## config.mk

```make
export PLATFORM = sky130hd
export DESIGN_NAME = pc_next_unit_flat
export DESIGN_NICKNAME = d
export VERILOG_FILES = /design/src/rtl/pc_next_unit_if.sv /design/src/rtl/pc_next_unit.sv /design/src/flat_wrapper.sv
export SDC_FILE = /design/constraint.sdc
export NUM_CORES = 1
export LEC_CHECK = 0
export ABC_AREA = 1
export BUFFER_PORTS_ARGS = -buffer_cell sky130_fd_sc_hd__buf_2
export CORE_MARGIN = 5
export CORE_UTILIZATION = 40
export CTS_BUF_LIST = sky130_fd_sc_hd__clkbuf_8
export DETAILED_ROUTE_END_ITERATION = 8
export GPL_TIMING_DRIVEN = 1
export MAX_ROUTING_LAYER = met4
export SYNTH_ARGS = -nofsm -noshare
export SYNTH_HDL_FRONTEND = slang
export SYNTH_SLANG_ARGS = --single-unit
```

## constraint.sdc

```tcl
create_clock -name clock -period 3.6 [get_ports clock]
set_clock_uncertainty 0.1 [all_clocks]
set_input_delay 0.54 -clock clock [delete_from_list [all_inputs] [get_ports clock]]
set_output_delay 0.54 -clock clock [all_outputs]
set_load 0.1 [all_outputs]
```

## src/rtl/pc_next_unit_if.sv

```systemverilog
// Handshake/bus bundle between decode/ALU, the PC unit and instruction fetch.
// The master drives instruction context. The slave (the PC unit) returns PC and status.
interface pc_next_unit_if #(
  parameter int XLEN      = 32,
  parameter int CNT_WIDTH = 32
);
  logic                 io_valid;
  logic                 io_stall;
  logic [31:0]          io_instruction;
  logic [XLEN-1:0]      io_rs1_data;
  logic                 io_branch_taken;
  logic [2:0]           io_pc_next_type;
  logic [XLEN-1:0]      io_trap_vector;

  logic [XLEN-1:0]      io_pc;
  logic [XLEN-1:0]      io_pc_next;
  logic                 io_is_unknown_instruction;
  logic                 io_halted;
  logic                 io_fault;
  logic [XLEN-1:0]      io_fault_pc;
  logic [1:0]           io_fault_cause;
  logic [CNT_WIDTH-1:0] io_retired;

  modport master (
    output io_valid, io_stall, io_instruction, io_rs1_data, io_branch_taken,
           io_pc_next_type, io_trap_vector,
    input  io_pc, io_pc_next, io_is_unknown_instruction, io_halted, io_fault,
           io_fault_pc, io_fault_cause, io_retired
  );

  modport slave (
    input  io_valid, io_stall, io_instruction, io_rs1_data, io_branch_taken,
           io_pc_next_type, io_trap_vector,
    output io_pc, io_pc_next, io_is_unknown_instruction, io_halted, io_fault,
           io_fault_pc, io_fault_cause, io_retired
  );
endinterface

```

## src/rtl/pc_next_unit.sv

```systemverilog
// Architectural PC register and next-PC selection for the single-cycle RV core,
// with stall gating, misaligned-target faults, trap redirect, halt and retire count.
module pc_next_unit #(
  parameter int              XLEN         = 32,
  parameter logic [XLEN-1:0] RESET_VECTOR = XLEN'(32'h80000000),
  parameter int              CNT_WIDTH    = 32
) (
  input  logic          clock,
  input  logic          reset,
  pc_next_unit_if.slave bus
);

  typedef enum logic [2:0] {
    T_SEQ     = 3'd0,
    T_JAL     = 3'd1,
    T_JALR    = 3'd2,
    T_UNKNOWN = 3'd3,
    T_HALT    = 3'd4,
    T_BRANCH  = 3'd5,
    T_TRAP    = 3'd6,
    T_RSVD    = 3'd7
  } pc_type_e;

  typedef enum logic [1:0] {
    ST_RUN    = 2'd0,
    ST_FAULT  = 2'd1,
    ST_HALTED = 2'd2
  } state_e;

  localparam logic [1:0] CAUSE_NONE    = 2'd0;
  localparam logic [1:0] CAUSE_UNKNOWN = 2'd1;
  localparam logic [1:0] CAUSE_MISALIGN = 2'd2;

  function automatic logic signed [XLEN-1:0] imm_i(input logic [31:0] ins);
    return {{(XLEN-12){ins[31]}}, ins[31:20]};
  endfunction

  function automatic logic signed [XLEN-1:0] imm_j(input logic [31:0] ins);
    return {{(XLEN-20){ins[31]}}, ins[19:12], ins[20], ins[30:21], 1'b0};
  endfunction

  function automatic logic signed [XLEN-1:0] imm_b(input logic [31:0] ins);
    return {{(XLEN-12){ins[31]}}, ins[7], ins[30:25], ins[11:8], 1'b0};
  endfunction

  state_e               state_q,    state_d;
  logic [XLEN-1:0]      pc_q,       pc_d;
  logic [XLEN-1:0]      fault_pc_q, fault_pc_d;
  logic [1:0]           cause_q,    cause_d;
  logic [CNT_WIDTH-1:0] retired_q,  retired_d;

  pc_type_e               pc_type;
  logic signed [XLEN-1:0] off_i;
  logic signed [XLEN-1:0] off_j;
  logic signed [XLEN-1:0] off_b;
  logic [XLEN-1:0]        pc_plus4;
  logic [XLEN-1:0]        jal_tgt;
  logic [XLEN-1:0]        jalr_tgt;
  logic [XLEN-1:0]        br_tgt;
  logic [XLEN-1:0]        cand;
  logic                   misaligned;
  logic                   unknown;
  logic                   accept;

  assign pc_type  = pc_type_e'(bus.io_pc_next_type);
  assign off_i    = imm_i(bus.io_instruction);
  assign off_j    = imm_j(bus.io_instruction);
  assign off_b    = imm_b(bus.io_instruction);

  // All target sums wrap modulo 2^XLEN; offsets are two's-complement so plain adds suffice.
  assign pc_plus4 = pc_q + XLEN'(4);
  assign jal_tgt  = pc_q + $unsigned(off_j);
  assign jalr_tgt = (bus.io_rs1_data + $unsigned(off_i)) & ~XLEN'(1);
  assign br_tgt   = pc_q + $unsigned(off_b);

  assign unknown  = (pc_type == T_UNKNOWN) || (pc_type == T_RSVD);
  assign accept   = (state_q == ST_RUN) && bus.io_valid && !bus.io_stall;

  // Candidate is shown every cycle regardless of state, valid or stall.
  always_comb begin
    cand       = pc_q;
    misaligned = 1'b0;
    case (pc_type)
      T_SEQ:    cand = pc_plus4;
      T_JAL: begin
        cand       = jal_tgt;
        misaligned = jal_tgt[1];
      end
      T_JALR: begin
        cand       = jalr_tgt;
        misaligned = jalr_tgt[1];
      end
      T_BRANCH: begin
        cand       = bus.io_branch_taken ? br_tgt : pc_plus4;
        misaligned = bus.io_branch_taken && br_tgt[1];
      end
      T_TRAP:   cand = bus.io_trap_vector;
      default:  cand = pc_q;
    endcase
  end

  always_comb begin
    state_d    = state_q;
    pc_d       = pc_q;
    fault_pc_d = fault_pc_q;
    cause_d    = cause_q;
    retired_d  = retired_q;
    case (state_q)
      ST_RUN: begin
        if (accept) begin
          if (unknown) begin
            fault_pc_d = pc_q;
            cause_d    = CAUSE_UNKNOWN;
            state_d    = ST_FAULT;
          end else if (misaligned) begin
            fault_pc_d = pc_q;
            cause_d    = CAUSE_MISALIGN;
            state_d    = ST_FAULT;
          end else if (pc_type == T_HALT) begin
            retired_d  = retired_q + CNT_WIDTH'(1);
            state_d    = ST_HALTED;
          end else begin
            pc_d       = cand;
            retired_d  = retired_q + CNT_WIDTH'(1);
          end
        end
      end
      // Redirect takes exactly one cycle; stall and valid are deliberately ignored here.
      ST_FAULT: begin
        pc_d    = bus.io_trap_vector;
        state_d = ST_RUN;
      end
      ST_HALTED: state_d = ST_HALTED;
      default:   state_d = ST_RUN;
    endcase
  end

  always_ff @(posedge clock) begin
    if (reset) begin
      state_q    <= ST_RUN;
      pc_q       <= RESET_VECTOR;
      fault_pc_q <= '0;
      cause_q    <= CAUSE_NONE;
      retired_q  <= '0;
    end else begin
      state_q    <= state_d;
      pc_q       <= pc_d;
      fault_pc_q <= fault_pc_d;
      cause_q    <= cause_d;
      retired_q  <= retired_d;
    end
  end

  assign bus.io_pc                     = pc_q;
  assign bus.io_pc_next                = cand;
  assign bus.io_is_unknown_instruction = unknown;
  assign bus.io_halted                 = (state_q == ST_HALTED);
  assign bus.io_fault                  = (state_q == ST_FAULT);
  assign bus.io_fault_pc               = fault_pc_q;
  assign bus.io_fault_cause            = cause_q;
  assign bus.io_retired                = retired_q;

endmodule

```

## src/flat_wrapper.sv

```systemverilog
// flat-port wrapper written by rule: the top's interface ports become plain ports
module pc_next_unit_flat 
#(
  parameter int              XLEN         = 32,
  parameter logic [XLEN-1:0] RESET_VECTOR = XLEN'(32'h80000000),
  parameter int              CNT_WIDTH    = 32
)
  (clock, reset, bus_io_valid, bus_io_stall, bus_io_instruction, bus_io_rs1_data, bus_io_branch_taken, bus_io_pc_next_type, bus_io_trap_vector, bus_io_pc, bus_io_pc_next, bus_io_is_unknown_instruction, bus_io_halted, bus_io_fault, bus_io_fault_pc, bus_io_fault_cause, bus_io_retired);
  pc_next_unit_if #(.XLEN(XLEN), .CNT_WIDTH(CNT_WIDTH)) bus_i ();
  input  logic clock;
  input  logic reset;
  input wire logic [$bits(bus_i.io_valid)-1:0] bus_io_valid;
  input wire logic [$bits(bus_i.io_stall)-1:0] bus_io_stall;
  input wire logic [$bits(bus_i.io_instruction)-1:0] bus_io_instruction;
  input wire logic [$bits(bus_i.io_rs1_data)-1:0] bus_io_rs1_data;
  input wire logic [$bits(bus_i.io_branch_taken)-1:0] bus_io_branch_taken;
  input wire logic [$bits(bus_i.io_pc_next_type)-1:0] bus_io_pc_next_type;
  input wire logic [$bits(bus_i.io_trap_vector)-1:0] bus_io_trap_vector;
  output wire logic [$bits(bus_i.io_pc)-1:0] bus_io_pc;
  output wire logic [$bits(bus_i.io_pc_next)-1:0] bus_io_pc_next;
  output wire logic [$bits(bus_i.io_is_unknown_instruction)-1:0] bus_io_is_unknown_instruction;
  output wire logic [$bits(bus_i.io_halted)-1:0] bus_io_halted;
  output wire logic [$bits(bus_i.io_fault)-1:0] bus_io_fault;
  output wire logic [$bits(bus_i.io_fault_pc)-1:0] bus_io_fault_pc;
  output wire logic [$bits(bus_i.io_fault_cause)-1:0] bus_io_fault_cause;
  output wire logic [$bits(bus_i.io_retired)-1:0] bus_io_retired;
  assign bus_i.io_valid = bus_io_valid;
  assign bus_i.io_stall = bus_io_stall;
  assign bus_i.io_instruction = bus_io_instruction;
  assign bus_i.io_rs1_data = bus_io_rs1_data;
  assign bus_i.io_branch_taken = bus_io_branch_taken;
  assign bus_i.io_pc_next_type = bus_io_pc_next_type;
  assign bus_i.io_trap_vector = bus_io_trap_vector;
  assign bus_io_pc = bus_i.io_pc;
  assign bus_io_pc_next = bus_i.io_pc_next;
  assign bus_io_is_unknown_instruction = bus_i.io_is_unknown_instruction;
  assign bus_io_halted = bus_i.io_halted;
  assign bus_io_fault = bus_i.io_fault;
  assign bus_io_fault_pc = bus_i.io_fault_pc;
  assign bus_io_fault_cause = bus_i.io_fault_cause;
  assign bus_io_retired = bus_i.io_retired;
  pc_next_unit #(.XLEN(XLEN), .RESET_VECTOR(RESET_VECTOR), .CNT_WIDTH(CNT_WIDTH)) u_core (.clock(clock), .reset(reset), .bus(bus_i));
endmodule
```

-- After elaboration in Yosys (flattened, before gate mapping)
Cells that the tools add are included.
- register bits after elaboration: 100
- input port bits: 104
- output and inout port bits: 133
- reduce and logical (&&, ||, !) cells: 13
- $add $sub $neg: 5
- equality and inequality tests: 14
- bitwise operators: 2
- multiplexer cells: 17
- operators by type and width (kind ; number):
    32-bit two-way mux ; 7
    32-bit case mux with 5 select lines ; 1
    32-bit adder ; 3
    32-bit case mux with 2 select lines ; 1
    32-bit by 1-bit adder with 32-bit output, second input constant ; 1
    32-bit by 3-bit adder with 32-bit output, second input constant ; 1
    3-bit == test, second input constant ; 4
    2-bit two-way mux ; 6
    3-bit by 2-bit == test with 1-bit output, second input constant ; 2
    2-bit inequality test, second input constant ; 3
    5-bit AND reduction ; 1
    4-bit by 3-bit inequality test with 1-bit output, second input constant ; 1
    2-bit case mux with 2 select lines ; 1
    4-bit AND reduction ; 1
    2-bit nonzero test ; 2
    3-bit by 1-bit == test with 1-bit output, second input constant ; 1
    1-bit logical AND ; 3
    3-bit zero test ; 1
    1-bit case mux with 3 select lines ; 1
    3-bit AND reduction ; 1
    2-bit by 1-bit == test with 1-bit output, second input constant ; 1
    2-bit == test, second input constant ; 1
    2-bit zero test ; 1
    2-bit by 1-bit inequality test with 1-bit output, second input constant ; 1
    other kinds (4) ; 5

-- Depth between registers and ports, before layout
- depth in word-level cells: 8
- depth in mapped cells: 18
- gate-level depth less buffers: 18

-- Worst setup path after synthesis
OpenSTA, ideal clock, no wires.
- kind: register -> output
- from: reg u_core.pc_q[3] (netlist: u_core.bus.io_pc[3])
- to: out bus_io_pc_next[8]
- setup slack: -1.044 ns
- cell stages (with the launch flop): 9
- arrival time: 4.004 ns
- data required time: 2.960 ns
- path through: dfxtp_1 > ha_1 > nand3_1 > nor2_1 > nand2_1 > xor2_1 > or2_2 > nand3_1 > a31oi_1
- word-level cells in the longest chain between the ends: 3
- elaborated cells on any way between the ends: 5
- classes of those cells: add/sub: 3; mux: 2
- RTL lines (item ; line ; source):
    start, declared ; pc_next_unit.sv:47 ; logic [XLEN-1:0] pc_q, pc_d;
    start signal, assigned ; pc_next_unit.sv:147 ; pc_q <= pc_d;
    32-bit by 3-bit adder with 32-bit output or 32-bit adder (tied branches) ; pc_next_unit.sv:71, pc_next_unit.sv:74 ;
    32-bit two-way mux ; pc_next_unit.sv:94 ; cand = bus.io_branch_taken ? br_tgt : pc_plus4;
    32-bit case mux with 5 select lines (*) ; pc_next_unit.sv:83 ; case (pc_type)
    end, declared ; flat_wrapper.sv:20 ; output wire logic [$bits(bus_i.io_pc_next)-1:0] bus_io_pc_next;
Every way passes the cells marked *; elsewhere a longest branch is shown, timed or not.

-- Worst setup path after layout
- from: in bus_io_instruction[31]
- to: out bus_io_pc_next[21]
- word-level cells in the longest chain between the ends: 3
- elaborated cells on any way between the ends: 5
- classes of those cells: add/sub: 3; mux: 2
- RTL lines (item ; line ; source):
    start, declared ; flat_wrapper.sv:14 ; input wire logic [$bits(bus_i.io_instruction)-1:0] bus_io_instruction;
    32-bit adder ; pc_next_unit.sv:74 ; assign br_tgt = pc_q + $unsigned(off_b);
    32-bit two-way mux ; pc_next_unit.sv:94 ;
    32-bit case mux with 5 select lines (*) ; pc_next_unit.sv:83 ;
Marks and branches as above.

==> reports/metrics.cfg <==
[status]
status=complete, no violations

[route]
drt_iter0_drc=1609
ant_nets=0
drcViolationCount=0
wl_per_cell_um=20.0
first_pass_iters=6
avgViaCountPerCell=5.46
routed_wl_um=61800
vias=16800

[worst_setup_path]
cp.arrival_ns=2.93
critPathMaxFanout=20
cp-start-kind=input port
crit_chain=buf_2 -> buf_12 -> ha_2 -> nand2_1 -> inv_1 -> nand2_1 -> nand2_1 -> a21oi_1 -> nand2_1 -> nand2_1 -> nand2_1 -> nand2_1 -> nand3_1 -> nand4_1 -> inv_2 -> nor2_4 -> buf_12
slowest_delay_ns=0.32
crit_path_frequent_cell=nand2_1
crit_path_end_kind=primary output
critPathRequiredTime_ns=2.96
cp_slowest_cell=ha_2
criticalPathCategory=in2out

[synthesis]
synthFlopType=dfxtp_1
syn_nets=2516
postSynthAreaPerCell_um2=5.42
ys.warnings.count=0
synthDistinctLibCells=51
synth_seq_cells=100
synthArstFlopShare=0
syn_area_um2=12600
ys_seq_area_frac=0.158
netlist_instances=2334
synth-edff-count=0

[floorplanning]
ioPinCount=237
rows=65
dieHeight_um=188
coreArea_um2=31400
start_util=0.403
dieArea_um2=35300
die_w_um=188

[finish]
drive_above_1_share=0.230
area_delta_synth_final_pct=32.6
layout_common_cells=nand2_1 (735), inv_1 (331), buf_2 (198)
layout.nets=2859
fillers=3420
final-seq-area_um2=2060
final_common_cell=nand2_1
final_core_util=0.534
multiInputGateArea_um2=9860

[timing]
hold_violations=0
fmax_mhz=280
finalCritPeriodShare=0.991
layout_min_cycle_time_ns=3.57
final_max_slew_viol_count=0
rsz0062_at_grt=yes
fin_ws_ns=0.0317
setup_viol=0
tightest_slew_ns=0.968
slew_headroom=0.353

[cts]
hold_buffers=0
path_clk_slew_ns=0.11
cts_tree=yes
clockRootBuffer=clkbuf_8
htreeDepth=3
cts_buffers=9
clock_latency_ns=0.43
cts.sinks=100
cts_buffer_depth=2

[grt]
grt-ovfl-total=0
grt_max_degree=66
antenna_found_initial=2
grt_pass1_vias=15800
track_usage=0.344
grt_first_pass_wirelength_um=91500

[power]
ir_drop_mv=0.190
p_total_mw=4.62
p_leak_nw=8.45
power_density_nw_per_um2=276

[placement]
dp_hpwl_um=51300
gp_congestion=1.10
io_buffers=229
pre_cts_slack_ns=-0.00880

[job]
max_cap_violations=0

[worst_hold_path]
hold_path.class=in2reg

==> synth_stat cells, drive strengths merged (8+ instances only) <==
cell	count	share of area
o211ai	8	0.0047
o21bai	15	0.0089
nand3b	11	0.0065
nand3	196	0.079
xor2	30	0.021
nor3	44	0.018
nor2	236	0.074
inv	342	0.10
clkbuf	25	0.0075
nor4	9	0.0045
a21oi	201	0.080
ha	75	0.074
nand4	45	0.023
dfxtp	100	0.16
and2	13	0.0064
nand2	763	0.23
buf	28	0.012
o21ai	109	0.043
xnor2	8	0.0055
or2	12	0.0059
a22oi	29	0.017
==> repair_timing <==
item,in CTS,in global routing
endpoints found under the hold margin,0,0
gates resized for setup,25,163
pin swaps,2,24
buffers inserted,1,8
gates cloned,0,0
endpoints found under the setup margin,16,26
==> cells by family after synthesis <==
family,Yosys count,synth area share
AND/OR/NAND/NOR,1334,0.447
XOR/XNOR,38,0.0263
buffers and inverters,398,0.122
flip-flops,100,0.158
AO/OA/AOI/OAI,386,0.168
adder cells (fa/ha/maj),78,0.0789
==> routing by layer <==
metal | vias to the layer above | part of all wire | track usage
met5 | - | 0 | -
met2 | 733 | 0.46 | 0.553
met1 | 7672 | 0.41 | 0.426
met3 | 158 | 0.068 | 0.0491
met4 | 0 | 0.060 | 0.164
li1 | 8272 | - | -
==> through the flow <==
step	cells	area (µm²)	setup TNS, ns	hold WS, ns
2_1_floorplan	2334	12700	0	0.405
3_3_place_gp	3059	15800	-0.00432	0.352
3_5_place_dp	3059	15800	-0.0137	0.358
4_1_cts	3076	16100	-0.0230	0.279
6_report	3086	16800	0	0.305
5_1_grt	3086	16800	-0.589	0.296
==> worst max-delay path, delay by kind of cell <==
family	cells	cell delay (ns)
fa+ha+maj	1	0.32
simple gates	10	1.28
buf+inv	5	0.63
compound gates	1	0.12
==> path summary, 6_finish.rpt <==
| check | cells after the start | slack [ns] | from | to |
|---|---|---|---|---|
| worst max register to register | 17 | 0.88 | u_core.bus.io_pc[1] | u_core.bus.io_pc[27] |
| worst min register to register | 2 | 0.38 | u_core.bus.io_fault_cause[1] | u_core.bus.io_fault_cause[1] |
| worst max-delay path | 17 | 0.03 | bus_io_instruction[31] | bus_io_pc_next[21] |
| worst min-delay path | 3 | 0.31 | bus_io_trap_vector[1] | u_core.bus.io_pc[1] |
==> registers in the layout, indices dropped and copies added, names as in the netlist <==
register,cells
u_core.bus.io_retired,32
u_core.bus.io_pc,32
u_core.state_q,2
u_core.bus.io_fault_cause,2
u_core.bus.io_fault_pc,32
==> area by class of cell <==
cell class | count | area share
inverter | 345 | 0.0774
timing repair buffer | 385 | 0.169
sequential | 100 | 0.123
tap | 402 | 0.0300
clock inverter | 6 | 0.00410
antenna | 2 | 0.000298
multi-input combinational | 1836 | 0.588
clock buffer | 10 | 0.00821
==> where the power goes <==
part | internal (mW) | total, mW | switching, mW
logic | 0.824 | 2.62 | 1.80
registers | 1.15 | 1.21 | 0.0620
clock network | 0.290 | 0.787 | 0.497
Power figures use the tool's default switching activity.
